`src/rtl/bgr_frame_ctrl.sv`:
```
// Frame controller: gates pixels into the datapath, tags and aligns returned masks (DP_LATENCY cycles), counts foreground.
// Backpressure: o_READY high only while the frame is running; pixels offered outside RUN are not accepted.
module bgr_frame_ctrl #(
   parameter int H_ACTIVE   = 640,
   parameter int V_ACTIVE   = 480,
   parameter int DP_LATENCY = 2
) (
   input  logic        i_CLK,
   input  logic        i_RST,
   input  logic        i_START,
   input  logic [7:0]  i_H_THRESHOLD,
   input  logic [23:0] i_DATA_RGB,
   input  logic        i_DATA_VALID,
   output logic        o_READY,
   output logic [23:0] o_DP_DATA_RGB,
   output logic        o_DP_DATA_VALID,
   output logic [7:0]  o_DP_H_THRESHOLD,
   input  logic        i_DP_MASK,
   output logic        o_MASK,
   output logic        o_MASK_VALID,
   output logic        o_EOL,
   output logic        o_EOF,
   output logic [19:0] o_FG_COUNT,
   output logic        o_BUSY,
   output logic        o_DONE
);

   localparam int CW = (H_ACTIVE > 1) ? $clog2(H_ACTIVE) : 1;
   localparam int RW = (V_ACTIVE > 1) ? $clog2(V_ACTIVE) : 1;
   localparam logic [CW-1:0] COL_LAST = CW'(H_ACTIVE - 1);
   localparam logic [RW-1:0] ROW_LAST = RW'(V_ACTIVE - 1);

   typedef enum logic [1:0] {IDLE, RUN, DRAIN, DONE} state_t;

   state_t                      state;
   logic [CW-1:0]               col;
   logic [RW-1:0]               row;
   logic [DP_LATENCY-1:0][2:0]  tag_q;
   logic                        accept;
   logic                        last_col;
   logic                        last_row;

   assign accept          = i_DATA_VALID & o_READY;
   assign last_col        = (col == COL_LAST);
   assign last_row        = (row == ROW_LAST);
   assign o_DP_DATA_RGB   = i_DATA_RGB;
   assign o_DP_DATA_VALID = accept;

   // Tag stages carry {valid, eol, eof}; the last stage lines up with i_DP_MASK.
   assign {o_MASK_VALID, o_EOL, o_EOF} = tag_q[DP_LATENCY-1];
   assign o_MASK = i_DP_MASK & o_MASK_VALID;

   always_ff @(posedge i_CLK) begin
      if (i_RST) begin
         state            <= IDLE;
         o_READY          <= 1'b0;
         o_BUSY           <= 1'b0;
         o_DONE           <= 1'b0;
         col              <= '0;
         row              <= '0;
         tag_q            <= '0;
         o_DP_H_THRESHOLD <= '0;
         o_FG_COUNT       <= '0;
      end else begin
         tag_q[0] <= {accept, accept & last_col, accept & last_col & last_row};
         for (int i = DP_LATENCY - 1; i > 0; i--) begin
            tag_q[i] <= tag_q[i-1];
         end
         if (o_MASK) begin
            o_FG_COUNT <= o_FG_COUNT + 20'd1;
         end
         o_DONE <= 1'b0;
         case (state)
            IDLE: begin
               if (i_START) begin
                  state            <= RUN;
                  o_READY          <= 1'b1;
                  o_BUSY           <= 1'b1;
                  o_DP_H_THRESHOLD <= i_H_THRESHOLD;
                  o_FG_COUNT       <= '0;
                  col              <= '0;
                  row              <= '0;
               end
            end
            RUN: begin
               if (accept) begin
                  if (last_col) begin
                     col <= '0;
                     if (last_row) begin
                        row     <= '0;
                        state   <= DRAIN;
                        o_READY <= 1'b0;
                     end else begin
                        row <= row + RW'(1);
                     end
                  end else begin
                     col <= col + CW'(1);
                  end
               end
            end
            DRAIN: begin
               // The last pixel's mask leaves the pipe together with its eof tag.
               if (o_EOF) begin
                  state  <= DONE;
                  o_BUSY <= 1'b0;
                  o_DONE <= 1'b1;
               end
            end
            default: begin
               state <= IDLE;
            end
         endcase
      end
   end

endmodule

```
`config.mk`:
```
export PLATFORM = sky130hd
export DESIGN_NAME = bgr_frame_ctrl
export DESIGN_NICKNAME = d
export VERILOG_FILES = /design/src/rtl/bgr_frame_ctrl.sv
export SDC_FILE = /design/constraint.sdc
export NUM_CORES = 1
export LEC_CHECK = 0
export CORE_UTILIZATION = 41
export DETAILED_ROUTE_END_ITERATION = 8
export PLACE_DENSITY_LB_ADDON = 0.12
export SLEW_MARGIN = 10
export SYNTH_ARGS = -nofsm -noshare
export SYNTH_HDL_FRONTEND = slang
export SYNTH_SLANG_ARGS = --single-unit
```
`constraint.sdc`:
```
create_clock -name i_CLK -period 1.77 [get_ports i_CLK]
set_input_delay 0.354 -clock i_CLK [delete_from_list [all_inputs] [get_ports i_CLK]]
set_output_delay 0.354 -clock i_CLK [all_outputs]
set_load 0.01 [all_outputs]
```
# Word level (Yosys, flattened, before mapping)
# Index checks and enable logic that the tools add are counted.
# Widths: inputs -> output; s select.
# word_totals
mem_bits_rw,0
input_bits,37
out_inout_bits,60
mem_bits_ro,0
n_memories,0
word_cells,63
latchBits,0
register_bits,58
# op_classes
muxes,26
n_addsub,3
magnitude_cmp,0
n_eq_ne,9
n_mul,0
n_reduce_logical,10
shifts,0
div,0
bitwise,5
# op_table
op,count
$mux 20,3
$mux 9,4
$mux 10,3
$add 20x1->20 const B,1
$pmux 10 s2,1
$pmux 9 s2,1
$add 10x1->10 const B,1
$eq 10x10->1 const B,1
$mux 2,5
$ne 2x2->1 const B,5
$reduce_and 5->1,2
$add 9x1->9 const B,1
$eq 9x9->1 const B,1
$mux 1,6
$pmux 2 s3,1
$reduce_and 3->1,2
$and 1x1->1,4
$pmux 1 s2,2
$reduce_and 4->1,1
$reduce_bool 2->1,2
$eq 2x1->1 const B,1
$eq 2x2->1 const B,1
$logic_not 2->1,1
$reduce_and 2->1,1
other kinds (2),2

# Depth between registers and ports, before layout
# Gate-level depths: netlist of the first run.
# logic_depth
word_depth,5
mapped_depth,7
ltp_nobuf,6

# Worst setup path before layout of the first run
# No wires, ideal clock.
# synth_timing
path_type,flip-flop to flip-flop
from,register o_FG_COUNT[0]
to,register o_FG_COUNT[14]
setup_slack_ns,-0.091
t_required_ns,1.700
path_stages_with_launch,6
arrival_ns,1.791
setup_time_ns,0.070
path_buffers,0
cell_sequence,dfxtp_1 ha_1 nand4_1 or3_1 or4_1 a21oi_1
# synth_between
elab_chain_cells,4
# synth_lines
item,line,text
start: declaration,23,"output logic [19:0] o_FG_COUNT,"
start signal: assignment,70,o_FG_COUNT <= o_FG_COUNT + 20'd1;
$add 20x1->20 (*),70,
$mux 20 (*),69,if (o_MASK) begin
$mux 20,75,if (i_START) begin
$mux 20 (*),73,case (state)
# Mark *: on every way between the ends. The rest lies on a longest branch, timed or not.
# A chain may end at the register's enable or synchronous reset.

# Worst setup path in the final report of the first run
# layout_timing
from,register state[0]
to,register col[8]
# layout_between
elab_chain_cells,3
elab_cells_between_ends,7
# layout_lines
item,line,text
start: declaration,35,state_t state;
start signal: assignment,55,state <= IDLE;
start signal: assignment,76,state <= RUN;
start signal: assignment,91,state <= DRAIN;
$eq 2x1->1 / $logic_not 2->1 (equally long branches),73,
$ne 2x2->1 (no line) / $reduce_bool 2->1 (equally long branches),-,
$reduce_and 3->1 (no line),-,
end signal: assignment,97,col <= col + CW'(1);
end: declaration,36,logic [CW-1:0] col;
# Several ways; a longest one is shown, not always the timed one.

==> impl_metrics.env, run 1 <==
export IMPL_final_hold_viol_count=0
export IMPL_insertion_delay_ns=0.33
export IMPL_fill_cells=609
export IMPL_slew_headroom=0.703
export IMPL_dr_pass1_iters=4
export IMPL_endpoint_kind="register"
export IMPL_initial_core_util=0.423
export IMPL_area_growth_pct=48.0
export IMPL_fin_nets=494
export IMPL_antenna_found_initial=0
export IMPL_cts_tree="yes"
export IMPL_final_cell_mix="78 x buf_4, 45 x dfxtp_1, 45 x clkdlybuf4s50_1"
export IMPL_place_congestion=0.783
export IMPL_numCtsBuffers=9
export IMPL_syn_num_nets=387
export IMPL_routed_wirelength_mm=7.06
export IMPL_r2r_setup_slack_ns=-0.03
export IMPL_drv_slew=0
export IMPL_clock_skew_ns=0.0105
export IMPL_grt_max_degree=20
export IMPL_p_per_area_nw_per_um2=943
export IMPL_yosys_warnings=0
export IMPL_peakVddDrop_mv=0.564
export IMPL_seq_area_frac_synth=0.404
export IMPL_track_usage=0.197
export IMPL_worstReg2RegEnd="col[8]"
export IMPL_path_cells="inv_4 > ha_4 > mux2i_1 > buf_4 > or3_4 > or3_1 > a21oi_2"
export IMPL_crit_path_max_fanout=7
export IMPL_vias=2749
export IMPL_cts_sinks=58
export IMPL_synth_edf_count=0
export IMPL_cp_arrival_ns=2.06
export IMPL_layout_commonest_cell="buf_4"
export IMPL_max_freq_ghz=0.556
export IMPL_path_clk_slew_ns=0.06
export IMPL_vias_per_cell=5.00
export IMPL_rsz0062_at_grt="yes"
export IMPL_synth_seq_cells=58
export IMPL_period_share=1.02
export IMPL_synth_cells=343
export IMPL_grt_pass1_vias=2653
export IMPL_holdPathEnd="o_EOL"
export IMPL_r2r_cells=7
export IMPL_slowest_delay_ns=0.38
export IMPL_violations="setup timing"
export IMPL_worstReg2RegStart="state[0]"
export IMPL_worst_path_buf_inv=2
export IMPL_route_met2_wl_mm=3.24
export IMPL_dieArea_um2=7340
export IMPL_syn_avg_cell_area_um2=8.37
export IMPL_finalCriticalPeriod_ns=1.80
export IMPL_grt_pass1_wl_mm=11.6
export IMPL_status="finished with violations"
export IMPL_met1_length_mm=3.36
export IMPL_whs_ns=0.435
export IMPL_setup_worst_path_class="register to register"
export IMPL_ctsLongestPathBuffers=2
export IMPL_synthDistinctLibCells=49
export IMPL_crit_path_top_delay_cell="dfxtp_4"
export IMPL_drive_gt1_frac=0.297
export IMPL_drv_cap=0
export IMPL_timing_final_ws_setup_ns=-0.0275
export IMPL_hold_path_depth=1
export IMPL_core_area_um2=6790
export IMPL_synth_main_ff_cell="dfxtp_1"
export IMPL_die_h_um=85.7
export IMPL_h_tree_depth=3
export IMPL_dp_hpwl_mm=4.98
export IMPL_tns_ns=-0.0275
export IMPL_critPathTopFamily="simple AND/OR/NAND/NOR gates"
export IMPL_die_x_um=85.7
export IMPL_num_io_pins=97
export IMPL_rows=30
export IMPL_dr_max_layer_used="met4"
export IMPL_async_flop_share=0
export IMPL_antenna_cells=0
export IMPL_first_iter_violations=82
export IMPL_drc=0
export IMPL_wl_per_cell_um=12.8
export IMPL_ant_nets=0
export IMPL_finalSetupViolations=1
export IMPL_worst_pin_slew_ns=0.445
export IMPL_start_kind="register"
export IMPL_leakagePower_nw=1.61
export IMPL_synth_area_um2=2870
export IMPL_grt_overflow_total=0
export IMPL_cp_required_ns=2.03
export IMPL_port_buffers=48
export IMPL_hold_path_class="register to register"
export IMPL_hp_start="tag_q[1]"
export IMPL_cts_root_buf="clkbuf_8"
export IMPL_dr_wl_met3_um=346
==> through the flow <==
stage	cell area, um^2	worst slack (ns)	instances	power, W	utilization
after floorplan	2910	-0.00317	343	0.00204	-
after global placement	3880	-0.455	528	0.00268	0.572
after detailed placement	3880	-0.468	528	0.00270	0.572
after CTS	4130	-0.0195	548	0.00392	0.607
after global routing	4250	-0.0627	550	0.00422	0.625
final	4250	-0.0275	550	0.00401	0.625
==> how the worst max path moves through the flow <==
stage | from | end | slack [ns] | cells after the start
6_report | state[0] | col[8] | -0.03 | 7
5_1_grt | state[0] | col[8] | -0.06 | 7
4_1_cts | state[1] | col[8] | -0.02 | 7
3_5_place_dp | i_DP_MASK | o_FG_COUNT[19] | -0.47 | 5
3_3_place_gp | i_DP_MASK | o_FG_COUNT[19] | -0.45 | 5
2_1_floorplan | state[0] | col[9] | -0.003 | 6
==> power breakdown <==
part / switching, W / total (W) / internal (W)
Combinational: 0.000649 / 0.00139 / 0.000742
Sequential: 0.0000527 / 0.00144 / 0.00139
Clock: 0.000495 / 0.00117 / 0.000677
==> metal layers <==
metal | global-route usage | up-vias
met5 | 0 | -
li1 | - | 1415
met2 | 0.321 | 68
met1 | 0.246 | 1251
met4 | 0.0970 | 0
met3 | 0.0414 | 15
==> worst register-to-register path: stages (launching register included) <==
cell and delay [ns]:
dfxtp_4 0.38, inv_4 0.05, ha_4 0.15, mux2i_1 0.12
buf_4 0.18, or3_4 0.37, or3_1 0.36, a21oi_2 0.13
==> cell usage after synthesis (2+ instances only) <==
library cell / count / area [um^2]
inv_1: 16 / 60.1
o21a_1: 2 / 15.0
o211ai_1: 3 / 22.5
nor4b_1: 2 / 17.5
buf_4: 24 / 180
or3_1: 6 / 37.5
nand3_1: 16 / 80.1
ha_1: 7 / 87.6
xor2_1: 2 / 17.5
nor3b_1: 2 / 15.0
nand4_1: 9 / 56.3
a21o_1: 2 / 15.0
a221o_1: 2 / 20.0
and4_1: 2 / 17.5
a21oi_1: 26 / 130
dfxtp_1: 58 / 1160
o311ai_0: 2 / 17.5
and3_1: 5 / 31.3
xnor2_1: 13 / 114
nor2_1: 27 / 101
o21ai_0: 13 / 65.1
nor2b_1: 6 / 37.5
nor3_1: 9 / 45.0
o41ai_1: 2 / 17.5
clkbuf_1: 8 / 30.0
o31ai_1: 8 / 60.1
nand2_1: 36 / 135
nor4_1: 9 / 56.3
or4_1: 6 / 45.0
==> state kept, by name, indices dropped and copies added, names as in the netlist, 2 cells and up <==
register / count
o_DP_H_THRESHOLD: 8
state: 2
row: 9
o_FG_COUNT: 20
tag_q: 3
col: 10
==> cell families after synthesis <==
| kind of cell | after synthesis | synth area share |
|---|---|---|
| simple gates | 143 | 0.261 |
| xor+xnor | 15 | 0.0458 |
| fa+ha+maj | 7 | 0.0305 |
| compound gates | 68 | 0.153 |
| mux | 2 | 0.00741 |
| flops | 58 | 0.404 |
| buf+inv | 50 | 0.0972 |
==> final cells by class <==
cell class	count	area, um^2	share of cell area
inverter	16	62.6	0.0147
timing repair buffer	130	1140	0.268
sequential	58	1180	0.279
clock buffer	12	145	0.0342
multi-input combinational	235	1560	0.367
clock inverter	3	40.0	0.00942
tap	96	120	0.0283
==> repair_timing <==
action | in CTS | in global routing
cloned | 0 | 1
hold buffers | 0 | 0
pin swaps | 7 | 11
endpoints found under the setup margin | 16 | 24
resized for setup | 12 | 21
buffers inserted | 5 | 1
Note: power is estimated with default switching activity, not from simulation.
==> run 2: changes to the inputs <==
- CORE_MARGIN: default -> 2
- GPL_ROUTABILITY_DRIVEN: default -> 0
- GPL_TIMING_DRIVEN: default -> 1
==> run 2 against run 1 <==
The run now ends clean. Sequential power hardly changed. Wire length up 0.37%. First-iteration DRC count rose by 46%. Sequential cell count stayed put. Worst setup slack improved by 0.041 ns. Largest cell class unchanged.
==> impl_metrics.env, run 2 (synthesized netlist as in run 1, its figures left out) <==
export IMPL_status="finished, final reports clean"
export IMPL_switching_share=0.295
export IMPL_r2r_cells=7
export IMPL_crit_path_max_fanout=3
export IMPL_finalSetupViolations=0
export IMPL_cp_required_ns=2.04
export IMPL_drc=0
export IMPL_p_int_w=0.00294
export IMPL_vias_per_cell=5.10
export IMPL_clkPwrFrac=0.326
export IMPL_finalCriticalPeriod_ns=1.76
export IMPL_num_io_pins=97
export IMPL_cts_sinks=58
export IMPL_whs_ns=0.435
export IMPL_ant_nets=0
export IMPL_vias=2789
export IMPL_die_x_um=87.7
export IMPL_r2r_setup_slack_ns=0.01
export IMPL_worstReg2RegEnd="state[1]"
export IMPL_worst_path_buf_inv=2
export IMPL_fin_nets=490
export IMPL_critPathTopFamily="simple AND/OR/NAND/NOR gates"
export IMPL_period_share=0.993
export IMPL_slowest_delay_ns=0.54
export IMPL_grt_max_degree=26
export IMPL_hold_path_class="register to register"
export IMPL_power_switching_w=0.00123
export IMPL_layout_commonest_cell="buf_4"
export IMPL_antenna_found_initial=0
export IMPL_area_growth_pct=48.7
export IMPL_tns_ns=0
export IMPL_rows=30
export IMPL_final_cell_mix="74 x buf_4, 45 x clkdlybuf4s50_1, 43 x dfxtp_1"
export IMPL_track_usage=0.191
export IMPL_setup_worst_path_end="state[1]"
export IMPL_pwr_share_seq=0.347
export IMPL_dr_pass1_iters=4
export IMPL_dp_cells=523
export IMPL_p_per_area_nw_per_um2=976
export IMPL_rsz0062_at_grt="yes"
export IMPL_antenna_cells=0
export IMPL_setup_worst_path_class="register to register"
export IMPL_first_iter_violations=120
export IMPL_peakVddDrop_mv=0.543
export IMPL_insertion_delay_ns=0.34
export IMPL_cp_num_cells=7
export IMPL_cts_root_buf="clkbuf_8"
export IMPL_port_buffers=48
export IMPL_top_regs="o_FG_COUNT (20), col (10), row (9)"
export IMPL_cts_tree="yes"
export IMPL_drv_slew=0
export IMPL_final_hold_viol_count=0
export IMPL_drv_cap=0
export IMPL_max_freq_ghz=0.569
export IMPL_grt_pass1_wl_mm=11.7
export IMPL_placed_cell_area_um2=3830
export IMPL_drive_gt1_frac=0.322
export IMPL_instances_no_fill=547
export IMPL_core_area_um2=6790
export IMPL_die_h_um=87.7
export IMPL_top_register="o_FG_COUNT"
export IMPL_critical_path_startpoint="state[0]"
export IMPL_power_w=0.00417
export IMPL_grt_overflow_total=0
export IMPL_power_frac_comb=0.326
export IMPL_dp_hpwl_mm=5.01
export IMPL_path_cells="inv_4 > ha_4 > buf_6 > nor2b_2 > a21o_1 > or4b_4 > a21oi_2"
export IMPL_worst_pin_slew_ns=0.457
export IMPL_endpoint_kind="register"
export IMPL_wl_per_cell_um=13.0
export IMPL_clock_skew_ns=0.00674
export IMPL_path_clk_slew_ns=0.06
export IMPL_leakagePower_nw=1.59
export IMPL_dieArea_um2=7690
export IMPL_cp_arrival_ns=2.03
export IMPL_ctsLongestPathBuffers=2
export IMPL_crit_path_top_delay_cell="or4b_4"
export IMPL_start_kind="register"
export IMPL_slew_headroom=0.695
export IMPL_largest_reg_flops=20
export IMPL_h_tree_depth=3
export IMPL_numCtsBuffers=9
export IMPL_initial_core_util=0.423
export IMPL_grt_pass1_vias=2612
export IMPL_worstReg2RegStart="state[0]"
export IMPL_final_area_um2=4270
export IMPL_routed_wirelength_mm=7.08
[run 2: cell types whose count changed in the layout (fill, tap and decap cells not counted), moves of 2 or more]
cell / previous run / this run
buf_4: 78 / 74
a21oi_1: 24 / 22
dfxtp_1: 45 / 43
dfxtp_2: 10 / 12
a21oi_2: 2 / 4
o21a_1: 2 / 0
o21a_2: 0 / 2
[run 2: area by class of cell]
type / instances / area (um^2)
timing repair buffer: 125 / 1070
inverter: 16 / 62.6
multi-input combinational: 236 / 1610
fill: 594 / 2520
tap: 96 / 120
sequential: 58 / 1190
clock buffer: 11 / 141
clock inverter: 5 / 77.6
[run 2: worst min path at each step]
stage | start | endpoint | slack (ns) | cells past startpoint
6_report | tag_q[1] | o_EOL | 0.43 | 1
3_5_place_dp | tag_q[0] | o_EOF | 0.42 | 1
5_1_grt | tag_q[0] | o_EOF | 0.46 | 1
3_3_place_gp | tag_q[0] | o_EOF | 0.42 | 1
4_1_cts | tag_q[1] | o_EOL | 0.44 | 1
2_1_floorplan | tag_q[2] | o_MASK_VALID | 0.41 | 1
[run 2: timing repair]
item / in CTS / in global routing
resized for setup: 10 / 38
cloned: 1 / 0
pin swaps: 3 / 14
hold buffers: 0 / 0
endpoints found under the setup margin: 15 / 28
setup buffers: 3 / 4
[run 2: layer usage]
| metal | vias up | global-route usage | wire length, um |
|---|---|---|---|
| li1 | 1423 | - | - |
| met1 | 1283 | 0.257 | 3500 |
| met2 | 64 | 0.291 | 3100 |
| met3 | 19 | 0.0386 | 299 |
| met4 | 0 | 0.0965 | 182 |
| met5 | - | 0 | 0 |
[run 2: through the flow]
step | setup slack (ns) | utilization
2_1_floorplan | -0.00317 | -
3_3_place_gp | -0.446 | 0.564
3_5_place_dp | -0.449 | 0.564
4_1_cts | -0.00153 | 0.604
5_1_grt | -0.0440 | 0.629
6_report | 0.0131 | 0.629
[run 2: power by group through the flow]
stage,combinational (W),clock [W],sequential (W)
6_report,0.00136,0.00136,0.00145
4_1_cts,0.00121,0.00139,0.00143
3_3_place_gp,0.00116,0,0.00146
5_1_grt,0.00149,0.00145,0.00146
3_5_place_dp,0.00117,0,0.00146
2_1_floorplan,0.000553,0,0.00149
